`src/rtl/uc_multiciclo.sv`:
```
// Multicycle control unit: FETCH/DECODE/EXEC sequencing with CALL/RET depth tracking, HALT and sticky stack error.
// Optional interrupt entry state enabled by defining UC_IRQ_EN.
module uc_multiciclo #(
  parameter int OPW         = 6,
  parameter int ALUW        = 3,
  parameter int STACK_DEPTH = 4
) (
  input  logic            clk,
  input  logic            reset,
  input  logic [OPW-1:0]  opcode,
  input  logic            z,
`ifdef UC_IRQ_EN
  input  logic            irq,
  output logic            irq_ack,
`endif
  output logic            ir_we,
  output logic            pc_we,
  output logic            s_inc,
  output logic            s_ret,
  output logic            s_inm,
  output logic            we3,
  output logic            wez,
  output logic [ALUW-1:0] op_alu,
  output logic            push,
  output logic            pop,
  output logic            halted,
  output logic            stack_err
);

  localparam int DW = $clog2(STACK_DEPTH + 1);
  localparam logic [DW-1:0] DEPTH_MAX = DW'(STACK_DEPTH);

  localparam logic [2:0] S_FETCH  = 3'd0;
  localparam logic [2:0] S_DECODE = 3'd1;
  localparam logic [2:0] S_EXEC   = 3'd2;
  localparam logic [2:0] S_HLT    = 3'd3;
`ifdef UC_IRQ_EN
  localparam logic [2:0] S_IRQ    = 3'd4;
`endif

  localparam logic [5:0] F_J    = 6'b110000;
  localparam logic [5:0] F_JZ   = 6'b110001;
  localparam logic [5:0] F_JNZ  = 6'b110010;
  localparam logic [5:0] F_CALL = 6'b110011;
  localparam logic [5:0] F_RET  = 6'b110100;
  localparam logic [5:0] F_HALT = 6'b111111;

  logic [2:0]     state_reg, state_next;
  logic [OPW-1:0] op_q;
  logic [DW-1:0]  depth_reg, depth_next;
  logic           stack_err_reg, stack_err_next;
  logic           halted_reg;
  logic [5:0]     f;

`ifdef UC_IRQ_EN
  logic           in_isr_reg, in_isr_next;
  logic [DW-1:0]  isr_depth_reg, isr_depth_next;
`endif

  assign f         = op_q[OPW-1 -: 6];
  assign halted    = halted_reg;
  assign stack_err = stack_err_reg;

  always_comb begin
    ir_we          = 1'b0;
    pc_we          = 1'b0;
    s_inc          = 1'b0;
    s_ret          = 1'b0;
    s_inm          = 1'b0;
    we3            = 1'b0;
    wez            = 1'b0;
    op_alu         = '0;
    push           = 1'b0;
    pop            = 1'b0;
    state_next     = state_reg;
    depth_next     = depth_reg;
    stack_err_next = stack_err_reg;
`ifdef UC_IRQ_EN
    irq_ack        = 1'b0;
    in_isr_next    = in_isr_reg;
    isr_depth_next = isr_depth_reg;
`endif
    case (state_reg)
      S_FETCH: begin
        ir_we      = 1'b1;
        state_next = S_DECODE;
      end
      S_DECODE: state_next = S_EXEC;
      S_EXEC: begin
        pc_we      = 1'b1;
        state_next = S_FETCH;
        if (!f[5]) begin
          op_alu = op_q[OPW-2 -: ALUW];
          we3    = 1'b1;
          wez    = 1'b1;
          s_inc  = 1'b1;
        end else if (f[5:4] == 2'b10) begin
          we3   = 1'b1;
          s_inm = 1'b1;
          s_inc = 1'b1;
        end else begin
          case (f)
            F_J:   s_inc = 1'b0;
            F_JZ:  s_inc = ~z;
            F_JNZ: s_inc = z;
            F_CALL: begin
              if (depth_reg < DEPTH_MAX) begin
                push       = 1'b1;
                depth_next = depth_reg + 1'b1;
              end else begin
                stack_err_next = 1'b1;
                s_inc          = 1'b1;
              end
            end
            F_RET: begin
              if (depth_reg != '0) begin
                pop        = 1'b1;
                s_ret      = 1'b1;
                depth_next = depth_reg - 1'b1;
`ifdef UC_IRQ_EN
                if (in_isr_reg && depth_reg == isr_depth_reg)
                  in_isr_next = 1'b0;
`endif
              end else begin
                stack_err_next = 1'b1;
                s_inc          = 1'b1;
              end
            end
            F_HALT: begin
              pc_we      = 1'b0;
              state_next = S_HLT;
            end
            default: s_inc = 1'b1;
          endcase
        end
`ifdef UC_IRQ_EN
        // Interrupt is taken in place of the next fetch, using post-EXEC depth/ISR status.
        if (state_next == S_FETCH && irq && !in_isr_next && depth_next < DEPTH_MAX)
          state_next = S_IRQ;
`endif
      end
      S_HLT: state_next = S_HLT;
`ifdef UC_IRQ_EN
      S_IRQ: begin
        push           = 1'b1;
        pc_we          = 1'b1;
        irq_ack        = 1'b1;
        depth_next     = depth_reg + 1'b1;
        in_isr_next    = 1'b1;
        isr_depth_next = depth_reg + 1'b1;
        state_next     = S_FETCH;
      end
`endif
      default: state_next = S_FETCH;
    endcase
    // Reset forces every decoded enable low, even though the state is already FETCH.
    if (!reset) begin
      ir_we  = 1'b0;
      pc_we  = 1'b0;
      s_inc  = 1'b0;
      s_ret  = 1'b0;
      s_inm  = 1'b0;
      we3    = 1'b0;
      wez    = 1'b0;
      op_alu = '0;
      push   = 1'b0;
      pop    = 1'b0;
`ifdef UC_IRQ_EN
      irq_ack = 1'b0;
`endif
    end
  end

  always_ff @(posedge clk or negedge reset) begin
    if (!reset) begin
      state_reg     <= S_FETCH;
      op_q          <= '0;
      depth_reg     <= '0;
      stack_err_reg <= 1'b0;
      halted_reg    <= 1'b0;
`ifdef UC_IRQ_EN
      in_isr_reg    <= 1'b0;
      isr_depth_reg <= '0;
`endif
    end else begin
      state_reg     <= state_next;
      if (state_reg == S_DECODE)
        op_q <= opcode;
      depth_reg     <= depth_next;
      stack_err_reg <= stack_err_next;
      halted_reg    <= (state_next == S_HLT);
`ifdef UC_IRQ_EN
      in_isr_reg    <= in_isr_next;
      isr_depth_reg <= isr_depth_next;
`endif
    end
  end

endmodule
```
`config.mk`:
```
export PLATFORM = sky130hd
export DESIGN_NAME = uc_multiciclo
export DESIGN_NICKNAME = d
export VERILOG_FILES = /design/src/rtl/uc_multiciclo.sv
export SDC_FILE = /design/constraint.sdc
export NUM_CORES = 1
export LEC_CHECK = 0
export ABC_CLOCK_PERIOD_IN_PS = 2750
export CAP_MARGIN = 30
export CELL_PAD_IN_SITES_DETAIL_PLACEMENT = 0
export CELL_PAD_IN_SITES_GLOBAL_PLACEMENT = 1
export CORE_UTILIZATION = 33
export DETAILED_ROUTE_END_ITERATION = 8
export PLACE_DENSITY = 0.87
export SLEW_MARGIN = 25
export SYNTH_ARGS = -nofsm -noshare
export SYNTH_HDL_FRONTEND = slang
export SYNTH_SLANG_ARGS = --single-unit
```
`constraint.sdc`:
```
create_clock -name clk -period 2.75 [get_ports clk]
set_input_delay 0.825 -clock clk [delete_from_list [all_inputs] [get_ports clk]]
set_output_delay 0.825 -clock clk [all_outputs]
set_load 0.01 [all_outputs]
```
==> summary.md <==
| Metric | Value |
|---|---|
| Status | `finished, final reports clean` |
| GP Congestion | `roughly 0.77` |
| Final nets | `roughly 120` |
| Commonest cells after routing, fill and taps aside | `buf_4, dfrtp_1, clkdlybuf4s50_1, mux2_2` |
| Via density | `roughly 4.7` |
| Setup-failing EPs final | `0` |
| Initial antenna violation count | `0` |
| Layout cells sized above 1 | `0.3704` |
| Critical path arrival | `between 1.5 and 2 ns` |
| Slowest-stage cell, CP | `dlygate4sd2_1` |
| All-Layer GR Usage | `0.1590` |
| Vias in the first global route | `about 570` |
| Drt pass-1 iters | `4` |
| Sequential fraction of the synthesis area | `0.4618` |
| Number of fill cells | `around 190` |
| Switching pwr | `roughly 340 uW` |
| Antenna diode count | `0` |
| Max_cap viols | `0` |
| Synth warn | `0` |
| Dpl hpwl | `about 1.2 mm` |
| Io pins | `23` |
| CTS tree | `built` |
| Final Hold Vio Count | `0` |
| Hold Crit Depth | `1` |
| DRC | `0` |
| Grt total ovfl | `0` |
| Cell Int Power | `611.1 uW` |
| DR iter-0 viols | `6` |
| DRT antenna net count | `0` |
| Ys flop type | `dfrtp_1` |
| CP Cell Sequence | `clkdlybuf4s15_1 > nand3b_1 > buf_4 > nor3_2 > dlygate4sd2_1` |
| Die area | `~2300 sq um` |
| Reg2Reg Setup Slack | `~0.87 ns` |
| R2R cell count | `8` |
| Die Width | `48.20 um` |
| Area share of the largest cell type after synthesis | `0.4618` |
| Worst path depth | `5` |
| Largest net degree at the start of global routing | `15` |
| Most common cell after layout, fill and taps aside | `buf_4` |
| Asr flop ratio synth | `1.000` |
| Leak | `0.0005104 uW` |
| Chip height | `slightly below 50 um` |
| WL/cell | `11.77 um` |
| Syn_area_per_cell | `around 11 sq um` |
| Worst rel slew slack | `0.6242` |
| CP endpoint kind | `output port` |
| Setup WS post-layout | `~0.06 ns` |
| RSZ-0062 raised after global routing | `yes` |
| Routed WL | `between 1.5 and 2 mm` |
| Synthesis-to-finish area growth | `54.00%` |
| Largest stage delay, worst path | `0.28 ns` |
| Number of buffers added on ports | `22` |
| Clock power share | `0.123` |
| Synth cell types | `31` |
| Starting Density | `0.3554` |
| Total Power | `~950 uW` |
| Clock Latency Late Sink | `0.27 ns` |
| Slew Limit Fails | `0` |
| Mapped Cells | `67` |
| Fmax | `roughly 0.37 GHz` |
| CP Buf/Inv Count | `3` |
| Worst Hold Class | `register to register` |
| Post-Synthesis Cell Area | `704.4 sq um` |
| Clock transition at the registers of the reported paths | `0.08 ns` |
| Number of buffers created by CTS | `3` |
| Num rows | `16` |
| Post-synth EDFFs | `0` |
| Reg2reg start | `f[0]` |
| Worst min-delay path endpoint | `stack_err` |
| CTS Hold Bufs | `0` |
| CTS H-Tree Depth | `1` |
| RR Endpoint | `depth_reg[2]` |
| Critical Path Fanout Max | `4` |
| Combinational share of power | `0.525` |
| WP data required | `just under 2 ns` |
| Max reg flops | `6` |
| Largest delay share family, worst path | `buffers and inverters` |
| Net Sw Frac | `0.3585` |
| Largest area contributor in the netlist | `dfrtp_1` |
| First-pass GRT wire length | `between 2 and 2.5 mm` |
| Sink Count | `13` |
| Fin crit period | `~2.7 ns` |
| Seq pwr share | `0.351` |
| Flops & latches, synth | `13` |
| Hold Crit Start | `stack_err` |
| PwrDens | `around 880 nW/um^2` |
| DP Worst Slack | `-0.5023 ns` |
| Worst-margin pin slew | `around 0.56 ns` |
| Clk buf depth | `2` |
| Area contributors post-synth | `dfrtp_1, mux2_2, nor2_1` |
| Core ar. | `between 1500 and 2000 sq um` |
| Startpoint types | `input port` |
| Via count | `633` |
| Root buf cell | `clkbuf_4` |
| VDD IR max | `about 0.59 mV` |
| Clock Skew | `approximately 0.0034 ns` |
| Mapped Nets | `77` |
| Critical path type | `input port to output port` |
| Crit share post-route | `0.9783` |
synth_stat cells, types with 2 or more instances:
library cell  instances
nand2_1               2
a21o_1                2
dfrtp_1              13
mux2_2                6
nor3b_1               2
inv_1                 5
clkbuf_1              2
and2_1                3
xnor2_1               2
nor2b_1               2
nor3_1                3
nor2_1                6
metrics by stage:
stage	util	instances	instance area, sq um	setup TNS [ns]	hold slack [ns]
finish	0.5473	135	1085	0	0.4748
global route	0.5473	135	1085	-0.02990	0.4906
CTS	0.5543	135	1099	0	0.4824
detailed placement	0.5253	126	1041	-5.298	0.4566
global placement	0.5253	126	1041	-4.998	0.4447
floorplan	-	67	704.4	0	0.4671
how the worst max path moves through the flow:
stage	from	end	slack, ns
floorplan	reset	s_ret	0.34
global placement	z	s_inc	-0.49
detailed placement	z	s_inc	-0.50
CTS	reset	we3	0.06
global route	reset	s_ret	-0.02
finish	reset	s_ret	0.06
final cells by class:
class / instances / area, sq um / area share
inverter: 5 / 18.77 / 0.01730
timing repair buffer: 40 / 322.8 / 0.2976
clock buffer: 4 / 26.28 / 0.02422
sequential: 13 / 325.3 / 0.2999
multi-input combinational: 46 / 357.8 / 0.3299
tap: 27 / 33.78 / 0.03114
power by group through the flow:
| stage | logic, uW | clock network, uW | registers, uW |
|---|---|---|---|
| global placement | 479 | 0 | 333 |
| finish | 501 | 118 | 334 |
| floorplan | 243 | 0 | 352 |
| CTS | 508 | 120 | 334 |
| detailed placement | 490 | 0 | 337 |
| global route | 551 | 127 | 342 |
per-layer routing:
metal  track usage  vias up  wire [um]
met5             0        -          0
met4        0.1167        0         37
met3       0.03333        4         58
met2        0.2267       17        693
met1        0.2111      293        800
li1              -      319          -
repair_timing:
action | CTS | global route
gates resized for setup | 33 | 5
setup buffers | 5 | 0
pin swaps | 6 | 1
setup endpoints to repair | 12 | 8
kinds of logic after synthesis:
family | after synthesis | synth area share
simple gates | 25 | 0.2060
compound gates | 10 | 0.1083
mux | 7 | 0.1101
buf+inv | 8 | 0.04797
fa+ha+maj | 1 | 0.02842
flops | 13 | 0.4618
xor+xnor | 3 | 0.03731
Note: power is estimated with default switching activity, not from simulation.
